$ cat src/rtl/cond_path_delay_line_if.sv
// Signal bundle for cond_path_delay_line: mode/data paths, config write port and
// status outputs. master = environment driving the block, slave = the block itself.
interface cond_path_delay_line_if #(
    parameter int NCH   = 2,
    parameter int NCOND = 5,
    parameter int CNTW  = 4,
    parameter int MODEW = 3,
    parameter int ADDRW = $clog2(NCH*(NCOND+1))
);
    // Handshake: cfg_we is a single-cycle write strobe qualifying cfg_addr and
    // cfg_wdata at the rising edge; there is no ready/backpressure, every strobe
    // is consumed in the cycle it is presented. din/mode are level-sampled each edge.
    logic [MODEW-1:0]          mode;
    logic [NCH-1:0]            din;
    logic [NCH-1:0]            dout;
    logic [NCH-1:0]            pending;
    logic [NCH-1:0]            state_dbg;
    logic                      cfg_we;
    logic [ADDRW-1:0]          cfg_addr;
    logic [MODEW+2*CNTW-1:0]   cfg_wdata;
    logic [7:0]                glitch_cnt;

    modport master (
        output mode, din, cfg_we, cfg_addr, cfg_wdata,
        input  dout, pending, state_dbg, glitch_cnt
    );

    modport slave (
        input  mode, din, cfg_we, cfg_addr, cfg_wdata,
        output dout, pending, state_dbg, glitch_cnt
    );
endinterface

$ cat src/rtl/cond_path_delay_line.sv
// Cycle-based state-dependent path delay model: per-path inertial delay chosen from
// a programmable default/conditional table, with saturating glitch counting.
module cond_path_delay_line #(
    parameter int NCH      = 2,
    parameter int NCOND    = 5,
    parameter int CNTW     = 4,
    parameter int MODEW    = 3,
    parameter int DEF_RISE = 6,
    parameter int DEF_FALL = 9
) (
    input logic                   clk,
    input logic                   rst_n,
    cond_path_delay_line_if.slave bus
);
    localparam int NSLOT = NCOND + 1;
    localparam int CW    = $clog2(NCH + 1);

    typedef logic [CNTW-1:0] dly_t;
    typedef enum logic {S_IDLE, S_WAIT} path_state_e;

    // Delay table
    dly_t             def_rise [NCH];
    dly_t             def_fall [NCH];
    logic [MODEW-1:0] c_mask   [NCH][NCOND];
    dly_t             c_rise   [NCH][NCOND];
    dly_t             c_fall   [NCH][NCOND];

    logic [MODEW-1:0] wr_mask;
    dly_t             wr_rise;
    dly_t             wr_fall;

    assign wr_mask = bus.cfg_wdata[MODEW+2*CNTW-1 -: MODEW];
    assign wr_rise = bus.cfg_wdata[2*CNTW-1 -: CNTW];
    assign wr_fall = bus.cfg_wdata[CNTW-1:0];

    // Addresses past the last slot match no entry and are dropped.
    always_ff @(posedge clk or negedge rst_n) begin
        if (!rst_n) begin
            for (int ch = 0; ch < NCH; ch++) begin
                def_rise[ch] <= dly_t'(DEF_RISE);
                def_fall[ch] <= dly_t'(DEF_FALL);
                for (int k = 0; k < NCOND; k++) begin
                    c_mask[ch][k] <= '0;
                    c_rise[ch][k] <= '0;
                    c_fall[ch][k] <= '0;
                end
            end
        end else if (bus.cfg_we) begin
            for (int ch = 0; ch < NCH; ch++) begin
                if (int'(bus.cfg_addr) == ch*NSLOT) begin
                    def_rise[ch] <= wr_rise;
                    def_fall[ch] <= wr_fall;
                end
                for (int k = 0; k < NCOND; k++) begin
                    if (int'(bus.cfg_addr) == ch*NSLOT + k + 1) begin
                        c_mask[ch][k] <= wr_mask;
                        c_rise[ch][k] <= wr_rise;
                        c_fall[ch][k] <= wr_fall;
                    end
                end
            end
        end
    end

    // Delay selection: min over enabled conditional entries, else default; 0 acts as 1.
    dly_t rise_sel [NCH];
    dly_t fall_sel [NCH];

    always_comb begin
        logic any_en;
        dly_t rmin;
        dly_t fmin;
        dly_t rraw;
        dly_t fraw;
        any_en = 1'b0;
        rmin   = '1;
        fmin   = '1;
        rraw   = '0;
        fraw   = '0;
        for (int ch = 0; ch < NCH; ch++) begin
            rise_sel[ch] = '0;
            fall_sel[ch] = '0;
        end
        for (int ch = 0; ch < NCH; ch++) begin
            any_en = 1'b0;
            rmin   = '1;
            fmin   = '1;
            for (int k = 0; k < NCOND; k++) begin
                if ((bus.mode & c_mask[ch][k]) != '0) begin
                    any_en = 1'b1;
                    if (c_rise[ch][k] < rmin) rmin = c_rise[ch][k];
                    if (c_fall[ch][k] < fmin) fmin = c_fall[ch][k];
                end
            end
            rraw = any_en ? rmin : def_rise[ch];
            fraw = any_en ? fmin : def_fall[ch];
            rise_sel[ch] = (rraw == '0) ? dly_t'(1) : rraw;
            fall_sel[ch] = (fraw == '0) ? dly_t'(1) : fraw;
        end
    end

    // Path state machines
    path_state_e    state_q [NCH];
    path_state_e    state_d [NCH];
    dly_t           cnt_q   [NCH];
    dly_t           cnt_d   [NCH];
    logic [NCH-1:0] dout_q, dout_d;
    logic [NCH-1:0] pend_q, pend_d;
    logic [NCH-1:0] cancel;
    logic [7:0]     glitch_q, glitch_d;
    logic [CW-1:0]  n_cancel;
    logic [8+CW-1:0] gsum;

    always_comb begin
        dout_d   = dout_q;
        pend_d   = pend_q;
        cancel   = '0;
        n_cancel = '0;
        for (int ch = 0; ch < NCH; ch++) begin
            state_d[ch] = state_q[ch];
            cnt_d[ch]   = cnt_q[ch];
            case (state_q[ch])
                S_IDLE: begin
                    // Delay is latched here; later table/mode changes cannot reach it.
                    if (bus.din[ch] != dout_q[ch]) begin
                        state_d[ch] = S_WAIT;
                        cnt_d[ch]   = bus.din[ch] ? rise_sel[ch] : fall_sel[ch];
                        pend_d[ch]  = 1'b1;
                    end
                end
                S_WAIT: begin
                    if (bus.din[ch] == dout_q[ch]) begin
                        state_d[ch] = S_IDLE;
                        cnt_d[ch]   = '0;
                        pend_d[ch]  = 1'b0;
                        cancel[ch]  = 1'b1;
                    end else if (cnt_q[ch] == dly_t'(1)) begin
                        state_d[ch] = S_IDLE;
                        cnt_d[ch]   = '0;
                        pend_d[ch]  = 1'b0;
                        dout_d[ch]  = bus.din[ch];
                    end else begin
                        cnt_d[ch] = cnt_q[ch] - dly_t'(1);
                    end
                end
                default: begin
                    state_d[ch] = S_IDLE;
                    cnt_d[ch]   = '0;
                    pend_d[ch]  = 1'b0;
                end
            endcase
        end
        for (int ch = 0; ch < NCH; ch++) begin
            n_cancel = n_cancel + CW'(cancel[ch]);
        end
        gsum     = (8+CW)'(glitch_q) + (8+CW)'(n_cancel);
        glitch_d = (|gsum[8+CW-1:8]) ? 8'hff : gsum[7:0];
    end

    always_ff @(posedge clk or negedge rst_n) begin
        if (!rst_n) begin
            for (int ch = 0; ch < NCH; ch++) begin
                state_q[ch] <= S_IDLE;
                cnt_q[ch]   <= '0;
            end
            dout_q   <= '0;
            pend_q   <= '0;
            glitch_q <= '0;
        end else begin
            for (int ch = 0; ch < NCH; ch++) begin
                state_q[ch] <= state_d[ch];
                cnt_q[ch]   <= cnt_d[ch];
            end
            dout_q   <= dout_d;
            pend_q   <= pend_d;
            glitch_q <= glitch_d;
        end
    end

    always_comb begin
        bus.state_dbg = '0;
        for (int ch = 0; ch < NCH; ch++) begin
            bus.state_dbg[ch] = (state_q[ch] == S_WAIT);
        end
    end

    assign bus.dout       = dout_q;
    assign bus.pending    = pend_q;
    assign bus.glitch_cnt = glitch_q;

endmodule
$ cat src/flat_wrapper.sv
// flat-port wrapper written by rule: the top's interface ports become plain ports
module cond_path_delay_line_flat 
#(
    parameter int NCH      = 2,
    parameter int NCOND    = 5,
    parameter int CNTW     = 4,
    parameter int MODEW    = 3,
    parameter int DEF_RISE = 6,
    parameter int DEF_FALL = 9
)
  (clk, rst_n, bus_mode, bus_din, bus_cfg_we, bus_cfg_addr, bus_cfg_wdata, bus_dout, bus_pending, bus_state_dbg, bus_glitch_cnt);
  cond_path_delay_line_if #(.NCH(NCH), .NCOND(NCOND), .CNTW(CNTW), .MODEW(MODEW)) bus_i ();
  input logic clk;
  input logic rst_n;
  input wire logic [$bits(bus_i.mode)-1:0] bus_mode;
  input wire logic [$bits(bus_i.din)-1:0] bus_din;
  input wire logic [$bits(bus_i.cfg_we)-1:0] bus_cfg_we;
  input wire logic [$bits(bus_i.cfg_addr)-1:0] bus_cfg_addr;
  input wire logic [$bits(bus_i.cfg_wdata)-1:0] bus_cfg_wdata;
  output wire logic [$bits(bus_i.dout)-1:0] bus_dout;
  output wire logic [$bits(bus_i.pending)-1:0] bus_pending;
  output wire logic [$bits(bus_i.state_dbg)-1:0] bus_state_dbg;
  output wire logic [$bits(bus_i.glitch_cnt)-1:0] bus_glitch_cnt;
  assign bus_i.mode = bus_mode;
  assign bus_i.din = bus_din;
  assign bus_i.cfg_we = bus_cfg_we;
  assign bus_i.cfg_addr = bus_cfg_addr;
  assign bus_i.cfg_wdata = bus_cfg_wdata;
  assign bus_dout = bus_i.dout;
  assign bus_pending = bus_i.pending;
  assign bus_state_dbg = bus_i.state_dbg;
  assign bus_glitch_cnt = bus_i.glitch_cnt;
  cond_path_delay_line #(.NCH(NCH), .NCOND(NCOND), .CNTW(CNTW), .MODEW(MODEW), .DEF_RISE(DEF_RISE), .DEF_FALL(DEF_FALL)) u_core (.clk(clk), .rst_n(rst_n), .bus(bus_i));
endmodule
$ cat config.mk
export PLATFORM = sky130hd
export DESIGN_NAME = cond_path_delay_line_flat
export DESIGN_NICKNAME = d
export VERILOG_FILES = /design/src/rtl/cond_path_delay_line_if.sv /design/src/rtl/cond_path_delay_line.sv /design/src/flat_wrapper.sv
export SDC_FILE = /design/constraint.sdc
export NUM_CORES = 1
export LEC_CHECK = 0
export BUFFER_PORTS_ARGS = -buffer_cell sky130_fd_sc_hd__buf_4
export CAP_MARGIN = 10
export CORE_UTILIZATION = 50
export DETAILED_ROUTE_END_ITERATION = 12
export PLACE_DENSITY = 0.77
export SLEW_MARGIN = 20
export SYNTH_ARGS = -nofsm -noshare
export SYNTH_HDL_FRONTEND = slang
export SYNTH_SLANG_ARGS = --single-unit
$ cat constraint.sdc
create_clock -name clk -period 17.8 [get_ports clk]
set_clock_uncertainty 0.1 [all_clocks]
set_input_delay 1.78 -clock clk [delete_from_list [all_inputs] [get_ports clk]]
set_output_delay 1.78 -clock clk [all_outputs]
set_load 0.005 [all_outputs]
==> results of run 1 <==
-- cells by family after synthesis --
logic type,share of synthesized area [%]
buffers and inverters,4.51
AOI/OAI and AO/OA,14.8
and+or+nand+nor,13.0
xor gates and xnor gates,0.759
adders and majority gates,8.92
muxes,17.8
DFF,40.2
-- sequential cells by signal (all words and copies together), names as in the netlist --
| register | flops |
|---|---|
| u_core.bus.dout | 2 |
| u_core.bus.glitch_cnt | 8 |
| u_core.bus.pending | 2 |
| u_core.bus.state_dbg | 2 |
| u_core.c_fall | 40 |
| u_core.c_mask | 30 |
| u_core.c_rise | 40 |
| u_core.cnt_q | 8 |
| u_core.def_fall | 8 |
| u_core.def_rise | 8 |
-- metal layers --
layer	wire [um]	part of all wire, %	up-vias
met5	0	0	-
met2	10500	51	132
met4	228	1.1	0
met3	744	3.6	17
met1	9020	44	3464
li1	-	-	3357
-- worst register-to-register path, delay by kind of cell (launching register included) --
family,cells,cell delay (ps)
compound gates,12,2950
fa+ha+maj,4,980
buf+inv,3,400
flops,1,380
mux,3,740
simple gates,9,1890
-- stage by stage --
stage	utilization [%]	cells	hold slack, ps
after floorplan	-	908	372
after global placement	53.9	1149	383
after detailed placement	53.9	1149	389
after CTS	57.4	1180	404
after global routing	57.5	1180	420
final	57.5	1180	403
-- how the worst min path moves through the flow --
stage | cells past startpoint | end | start | slack, ps
after global routing | 2 | u_core.bus.pending[0] | u_core.bus.pending[0] | 420
final | 2 | u_core.bus.pending[0] | u_core.bus.pending[0] | 400
after global placement | 1 | u_core.def_fall[5] | u_core.def_fall[5] | 380
after floorplan | 1 | u_core.c_rise[0] | u_core.c_rise[0] | 370
after CTS | 1 | u_core.def_fall[5] | u_core.def_fall[5] | 400
after detailed placement | 2 | u_core.bus.pending[0] | u_core.bus.pending[0] | 390
-- layout by cell type, fill, tap and decap left out, types with 6 or more instances in the layout --
cell | netlist | routed
nand3_1 | 12 | 12
clkbuf_16 | 0 | 17
or3_1 | 9 | 9
a21oi_1 | 39 | 39
dfstp_2 | 8 | 8
nor3_1 | 24 | 24
ha_1 | 61 | 61
mux2i_1 | 22 | 22
nand2b_1 | 14 | 14
a222oi_1 | 10 | 10
o21a_1 | 6 | 6
or2_2 | 8 | 8
mux2_2 | 121 | 121
a31oi_1 | 7 | 7
dfrtp_1 | 140 | 140
o21ai_0 | 39 | 39
nor2_1 | 67 | 62
nor2b_1 | 18 | 17
buf_4 | 0 | 45
nand2_1 | 59 | 59
o31ai_1 | 8 | 8
a211o_1 | 6 | 6
nand3b_1 | 10 | 10
inv_1 | 70 | 70
-- power by group --
part	switching [uW]	internal (uW)	leakage (uW)
Combinational	374	325	0.00258
Sequential	81.8	431	0.00179
Clock	144	241	0.000298
-- area by class of cell --
type,count,area [um2]
fill,1532,7660
multi-input combinational,656,5120
sequential,148,3710
clock buffer,19,453
timing repair buffer,46,349
tap,229,287
inverter,70,263
clock inverter,12,178
==> impl_metrics.toml, run 1 <==
[outcome]
status = "finished clean"

[route]
ant_nets = 0
drtIter0Drc = 437
remaining_drc_errors = 0
wl_um = 20500
wl_per_cell_um = 17.4
via_count = 6970
drt_first_pass_iters = 5
via_per_inst = 5.91

[placement]
io_buffers = 36
dpl_cell_area_um2 = 9720
gp_congestion = 0.905
dp_hpwl_um = 14000
dp_slack_ps = 8970

[power]
leakage_uw = 0.00468
finalPower_uw = 1600
power_density_nw_per_um2 = 154
ir_worst_vdd_mv = 0.0864

[setup_path]
reg2reg_depth = 31
cp.arrival_ps = 8880
path_max_fanout = 17
worst_setup_path_start_kind = "primary input"
cp-end-kind = "flop"
reg2reg_from = "u_core.c_mask[27]"
path_buf_inv = 4
critical-path-max-stage-delay_ps = 710
worst_ep_required_time_ps = 18070
crit_start = "bus_mode[0]"
cp.depth = 32
slowest_stage = "nor4_1"
worstSetupPathType = "primary input to flop"
crit_top_cell = "ha_1"
crit_path_end = "u_core.cnt_q[4]"
ff2ff_setup_slack_ps = 10300
crit_family = "compound AO/OA/AOI/OAI gates"
reg2reg_to = "u_core.cnt_q[4]"

[yosys]
async_flop_share_pct = 100
synth_top_area_cell = "dfrtp_1"
synth.distinct_cells = 77
yosysMostFrequentCell = "dfrtp_1"
synth_cells = 908
synth_ff_type = "dfrtp_1"
yosysWarnings = 0
synth_area_um2 = 9230
synth_top_area_share_pct = 37.9
ys_ff_latch = 148
syn_area_per_cell_um2 = 10.2
yosys-top-cells-area = "dfrtp_1 (38%), mux2_2 (15%), ha_1 (8.3%), inv_1 (2.8%), nor2_1 (2.7%)"
synth_edf_count = 0
syn_nets = 993
ys_seq_area_share_pct = 40.2
netlist_top_cells_count = "dfrtp_1 (140), mux2_2 (121), inv_1 (70), nor2_1 (67), ha_1 (61)"

[global_route]
grt_max_degree = 80
use_met1_pct = 29.7
top_usage_layer = "met2"
use_met3_pct = 4.35
track_usage_pct = 23.4
antenna_found_initial = 0
grt_pass1_wl_um = 34100
grt_pass1_vias = 6790
grt-ovfl-total = 0
gr-usage-met2_pct = 40.3

[sta]
setup_viol = 0
rsz0062_at_grt = "false"
period_minus_slack_ps = 8620
setup_ws_ps = 9180
tns_ps = 0
finalHoldViolations = 0
fmaxAchievable_mhz = 116
slew_headroom_pct = 28.0
fin_crit_sh_pct = 48.4
worst_pin_slew_ps = 1080
drv_slew = 0

[floorplan]
pin_count = 37
die_area_um2 = 19000
fp.dieW_um = 138
die_h_um = 138
start_util_pct = 51.2
rows = 49
coreArea_um2 = 18000

[job]
cap_violations = 0

[clock_network]
numClockSinks = 148
cts_buffers = 17
htreeDepth = 4
cts_hold_buf = 0
clockBufferDepth = 2
clk_pin_slew_worst_paths_ps = 60
ctsRootBufferMaster = "clkbuf_16"
postCtsSetupBuffers = 0
cts_tree = "done"
clock_latency_ps = 430
post_cts_resized = 0

[layout]
design_area_um2 = 10400
drive_above_1_share_pct = 24.4
area_growth_pct = 12.2
diodes = 0
nets = 1024

[hold_path]
hp-class = "flop to flop"
Note: power is estimated with default switching activity, not from simulation.
==> run 2, diff against run 1 <==
--- a/config.mk
+++ b/config.mk
@@ -5,6 +5,7 @@
 export SDC_FILE = /design/constraint.sdc
 export NUM_CORES = 1
 export LEC_CHECK = 0
+export ABC_AREA = 1
 export BUFFER_PORTS_ARGS = -buffer_cell sky130_fd_sc_hd__buf_4
 export CAP_MARGIN = 10
 export CORE_UTILIZATION = 50
==> constraint.sdc (replaced) <==
create_clock -name clk -period 8.59 [get_ports clk]
set_clock_uncertainty 0.1 [all_clocks]
set_input_delay 0.859 -clock clk [delete_from_list [all_inputs] [get_ports clk]]
set_output_delay 0.859 -clock clk [all_outputs]
set_load 0.005 [all_outputs]
==> run 2 against run 1 <==
  * Count of clock-buffer cells in the layout is 3 higher
  * Register-to-register slack worse by 7000 ps
  * Cell count is 23% higher
  * Worst hold slack worse by 61 ps
  * Wire length is 0.94% lower
  * Total power is 88% higher
  * Synthesized cell count is 31% higher
  * Sequential share of layout area is 1.4 points higher
  * Cell area is 3.8% lower
  * Largest power group unchanged
==> impl_metrics.toml, run 2 <==
[sta]
setup_viol = 0
rsz0062_at_grt = "false"
finalHoldViolations = 0
drv_slew = 0
tns_ps = 0
slew_headroom_pct = 28.8
worst_pin_slew_ps = 1060
fmaxAchievable_mhz = 183
period_minus_slack_ps = 5450
fin_crit_sh_pct = 63.5

[global_route]
grt-ovfl-total = 0
grt_pass1_wl_um = 33400
antenna_found_initial = 0
track_usage_pct = 23.5
grt_max_degree = 81
grt_pass1_vias = 6917

[setup_path]
crit_start = "bus_mode[0]"
path_max_fanout = 11
critical-path-max-stage-delay_ps = 430
reg2reg_from = "u_core.c_mask[27]"
cp-end-kind = "flop"
worstSetupPathType = "primary input to flop"
crit_top_cell = "nand2_1"
worst_setup_path_start_kind = "primary input"
slowest_stage = "a211oi_1"
worst_ep_required_time_ps = 8860
reg2reg_depth = 29
cp.arrival_ps = 5720

[route]
drt_first_pass_iters = 5
wl_um = 20300
ant_nets = 0
remaining_drc_errors = 0
drtIter0Drc = 530
via_count = 7496
via_per_inst = 5.16
wl_per_cell_um = 14.0

[yosys]
netlist_top_cells_count = "nand2_1 (297), inv_1 (189), o21ai_0 (144), dfrtp_1 (140), nor2_1 (85)"
async_flop_share_pct = 100
synth_top_area_cell = "dfrtp_1"
synth_top_area_share_pct = 39.1
syn_nets = 1273
yosysWarnings = 0
ys_ff_latch = 148
synth_cells = 1188
yosys-top-cells-area = "dfrtp_1 (39%), nand2_1 (12%), ha_1 (8.5%), o21ai_0 (8.1%), inv_1 (7.9%)"
synth.distinct_cells = 39
syn_area_per_cell_um2 = 7.53
synth_area_um2 = 8950
yosysMostFrequentCell = "nand2_1"
synth_edf_count = 0
synth_ff_type = "dfrtp_1"
ys_seq_area_share_pct = 41.5

[floorplan]
coreArea_um2 = 17400
pin_count = 37
die_area_um2 = 18400
rows = 48
start_util_pct = 51.4
die_h_um = 136
fp.dieW_um = 136

[clock_network]
cts_tree = "done"
post_cts_resized = 0
cts_buffers = 17
clock_latency_ps = 440
ctsRootBufferMaster = "clkbuf_16"
clk_pin_slew_worst_paths_ps = 60
htreeDepth = 4
numClockSinks = 148
clockBufferDepth = 2
postCtsSetupBuffers = 0
cts_hold_buf = 0

[placement]
gp_congestion = 0.851
dp_hpwl_um = 14400
dp.cells = 1422
io_buffers = 36

[layout]
drive_above_1_share_pct = 11.8
area_growth_pct = 11.3
fill_cells = 1561
diodes = 0
nets = 1301
layout_common_cells = "nand2_1 (297), inv_1 (189), o21ai_0 (144)"
final_common_cell = "nand2_1"
top_regs = "u_core.c_fall (40), u_core.c_rise (40), u_core.c_mask (30)"
fin_cells = 1454

[power]
ir_worst_vdd_mv = 0.232
leakage_uw = 0.00528
power_density_nw_per_um2 = 302

[job]
cap_violations = 0

[outcome]
status = "finished clean"

[hold_path]
hp-class = "primary input to async pin"
## run 2: changes by cell type after synthesis, moves of 37 or more
cell,before,now
mux2_2,121,0
inv_1,70,189
nand3_1,12,74
o21ai_0,39,144
nand2_1,59,297
nand2_2,0,37
## run 2: logic make-up after synthesis
| family | Yosys count | share of synthesized area, % |
|---|---|---|
| simple gates | 527 | 26.1 |
| buf+inv | 229 | 9.98 |
| compound gates | 217 | 13.2 |
| flops | 148 | 41.5 |
| fa+ha+maj | 62 | 8.75 |
| xor+xnor | 5 | 0.489 |
## run 2: path summary, 6_finish.rpt
kind	to	slack, ps
max reg2reg	u_core.cnt_q[4]	3340
min	u_core.cnt_q[5]	340
min reg2reg	u_core.c_rise[36]	390
max	u_core.cnt_q[4]	3140
min in group clk	u_core.c_rise[36]	390
max in group asynchronous	u_core.c_mask[17]	6920
## run 2: layer usage
layer / wire (um) / track usage (%) / part of all wire, % / vias up
met4: 405 / 8.11 / 2.0 / 0
li1: - / - / - / 3808
met2: 9500 / 38.7 / 47 / 145
met5: 0 / 0 / 0 / -
met3: 844 / 4.19 / 4.2 / 34
met1: 9590 / 31.2 / 47 / 3509
## run 2: worst max-delay path, delay by kind of cell
family | cells | cell delay [ps]
AOI/OAI and AO/OA | 8 | 1950
and+or+nand+nor | 15 | 1580
adders and majority gates | 4 | 1000
buffers and inverters | 3 | 330
## run 2: report_power, final
part / leakage [uW] / internal, uW / total (uW) / switching, uW
clock: 0.000284 / 441 / 738 / 297
combinational: 0.00319 / 485 / 1250 / 770
sequential: 0.00181 / 883 / 1020 / 132
## run 2: area by class of cell
type	count	area, um2	area share, %
Clock buffer	22	464	4.66
Clock inverter	10	110	1.11
Inverter	198	743	7.46
Multi-Input combinational cell	811	4340	43.6
Sequential cell	148	3710	37.3
Tap cell	225	282	2.83
Timing Repair Buffer	40	308	3.09
## run 2: metrics by stage
step | hold slack (ps) | area [um2] | total power (uW) | worst slack [ps] | utilization [%]
4_1_cts | 358 | 9960 | 3020 | 3160 | 57.2
5_1_grt | 395 | 9960 | 3280 | 2770 | 57.2
3_5_place_dp | 373 | 9390 | 2270 | 2710 | 53.9
2_1_floorplan | 353 | 8950 | 1960 | 3370 | -
3_3_place_gp | 367 | 9390 | 2210 | 3050 | 53.9
6_report | 342 | 9960 | 3010 | 3140 | 57.2
==> run 3, diff against run 2 <==
--- a/config.mk
+++ b/config.mk
@@ -5,7 +5,7 @@
 export SDC_FILE = /design/constraint.sdc
 export NUM_CORES = 1
 export LEC_CHECK = 0
-export ABC_AREA = 1
+export ABC_AREA = 0
 export BUFFER_PORTS_ARGS = -buffer_cell sky130_fd_sc_hd__buf_4
 export CAP_MARGIN = 10
 export CORE_UTILIZATION = 50
==> constraint.sdc (replaced) <==
create_clock -name clk -period 5.6 [get_ports clk]
set_clock_uncertainty 0.1 [all_clocks]
set_input_delay 0.56 -clock clk [delete_from_list [all_inputs] [get_ports clk]]
set_output_delay 0.56 -clock clk [all_outputs]
set_load 0.005 [all_outputs]
==> run 3 against run 2 <==
  * The run now ends with setup timing left
  * Utilization increased by 9.7 points
  * Sequential share of layout area decreased by 6.5 points
  * Combinational power rose to 2.7 times the previous value
  * Clock power increased by 56%
  * Setup slack got worse by 3800 ps
  * Largest cell class unchanged
==> impl_metrics.toml, run 3 (synthesis results as in run 1) <==
[outcome]
status = "finished with violations"
violations = "setup timing"

[sta]
hold_slack_ps = 332
finalHoldViolations = 0
slew_headroom_pct = 26.9
worst_pin_slew_ps = 1090
fin_crit_sh_pct = 111
fmaxAchievable_mhz = 161
rsz0062_at_grt = "true"
setup_viol = 6
period_minus_slack_ps = 6230
setup_ws_ps = -630
drv_slew = 0

[route]
drt_first_pass_iters = 6
via_per_inst = 5.88
remaining_drc_errors = 0
wl_per_cell_um = 18.0
via_count = 7821
ant_nets = 0
wl_um = 24000
drtIter0Drc = 453

[setup_path]
reg2reg_depth = 35
cp-end-kind = "flop"
worstSetupPathType = "flop to flop"
ff2ff_setup_slack_ps = -630
crit_top_cell = "o21ai_2"
slowest_stage = "dfrtp_1"
worst_ep_required_time_ps = 5800
cp.arrival_ps = 6430
path_buf_inv = 4
worst_setup_path_start_kind = "flop"
critical-path-max-stage-delay_ps = 380
crit_family = "compound AO/OA/AOI/OAI gates"
reg2reg_from = "u_core.c_mask[12]"
path_max_fanout = 5
reg2reg_to = "u_core.cnt_q[2]"

[clock_network]
numClockSinks = 148
clockBufferDepth = 2
cts_tree = "done"
cts_buffers = 17
clk_pin_slew_worst_paths_ps = 70
clock_latency_ps = 440
htreeDepth = 4
ctsRootBufferMaster = "clkbuf_16"

[power]
power_density_nw_per_um2 = 511
ir_worst_vdd_mv = 0.323
leakage_uw = 0.00551

[floorplan]
rows = 49
pin_count = 37
start_util_pct = 51.2
die_area_um2 = 19000
die_h_um = 138
fp.dieW_um = 138
coreArea_um2 = 18000

[layout]
area_growth_pct = 30.7
fin_util_pct = 66.9
final_common_cell = "buf_4"
layout_common_cells = "buf_4 (190), dfrtp_1 (140), mux2_2 (117)"
diodes = 0
top_regs = "u_core.c_fall (40), u_core.c_rise (40), u_core.c_mask (30)"
nets = 1174
drive_above_1_share_pct = 42.2

[hold_path]
hp-class = "primary input to flop"
worstHoldEndpoint = "u_core.cnt_q[5]"
min_path_cells = 2
min-delay-start = "bus_din[0]"

[placement]
dp_hpwl_um = 16100
io_buffers = 36
gp_congestion = 0.863

[global_route]
grt_max_degree = 107
grt-ovfl-total = 0
grt_pass1_vias = 7949
grt_pass1_wl_um = 39400
track_usage_pct = 27.1
antenna_found_initial = 0

[job]
cap_violations = 0
run 3: cell types whose count changed in the layout (fill, tap and decap cells not counted), moves of 20 or more:
| cell | previous run | this run |
|---|---|---|
| nand2_1 | 297 | 59 |
| buf_4 | 38 | 190 |
| inv_1 | 189 | 67 |
| mux2_2 | 0 | 117 |
| o21ai_0 | 144 | 31 |
| nand3_1 | 74 | 11 |
| nand2_2 | 37 | 0 |
| nor2_1 | 85 | 56 |
| mux2i_1 | 0 | 20 |
run 3: cell type report:
class / instances / area [um2]
clock buffers: 18 / 429
clock inverters: 14 / 155
fillers: 1348 / 5960
inverters: 70 / 263
multi-input cells: 656 / 5710
flip-flops and latches: 148 / 3710
well taps: 229 / 287
repair buffers: 196 / 1510
run 3: where the power goes:
group	switching, uW	internal, uW	total, uW
combinational	1570	1800	3370
sequential	271	1370	1640
clock	517	634	1150
run 3: per-layer routing:
layer	vias to the layer above	share of wire, %	global-route usage [%]
met5	-	0	0
met4	0	2.9	11.3
met3	56	4.4	4.31
met2	198	49	46.2
met1	3903	44	34.0
li1	3664	-	-
run 3: worst max-delay path by stage:
stage | cells after the start | slack, ps | to | start
3_3_place_gp | 30 | -1060 | u_core.cnt_q[0] | bus_mode[0]
3_5_place_dp | 30 | -1140 | u_core.cnt_q[0] | bus_mode[0]
4_1_cts | 34 | -560 | u_core.cnt_q[0] | u_core.c_mask[12]
6_report | 35 | -630 | u_core.cnt_q[2] | u_core.c_mask[12]
5_1_grt | 34 | -1070 | u_core.cnt_q[0] | u_core.c_mask[12]
2_1_floorplan | 32 | -1110 | u_core.cnt_q[4] | bus_mode[0]
run 3: per-stage QoR:
stage | setup slack, ps | std cells | power [uW] | cell area, um2 | TNS, ps
CTS | -556 | 1318 | 5990 | 11900 | -2990
detailed placement | -1140 | 1266 | 4540 | 10900 | -6030
global route | -1070 | 1331 | 6590 | 12100 | -5320
finish | -630 | 1331 | 6160 | 12100 | -3250
floorplan | -1110 | 908 | 3460 | 9540 | -5400
global placement | -1060 | 1266 | 4430 | 10900 | -5560
run 3: what timing repair did:
| action | 4_1_cts | 5_1_grt |
|---|---|---|
| setup endpoints to repair | 6 | 6 |
| pin swaps | 36 | 20 |
| buffers inserted | 20 | 11 |
| hold endpoints to repair | 0 | 31 |
| hold buffers | 0 | 1 |
| resized for setup | 53 | 18 |
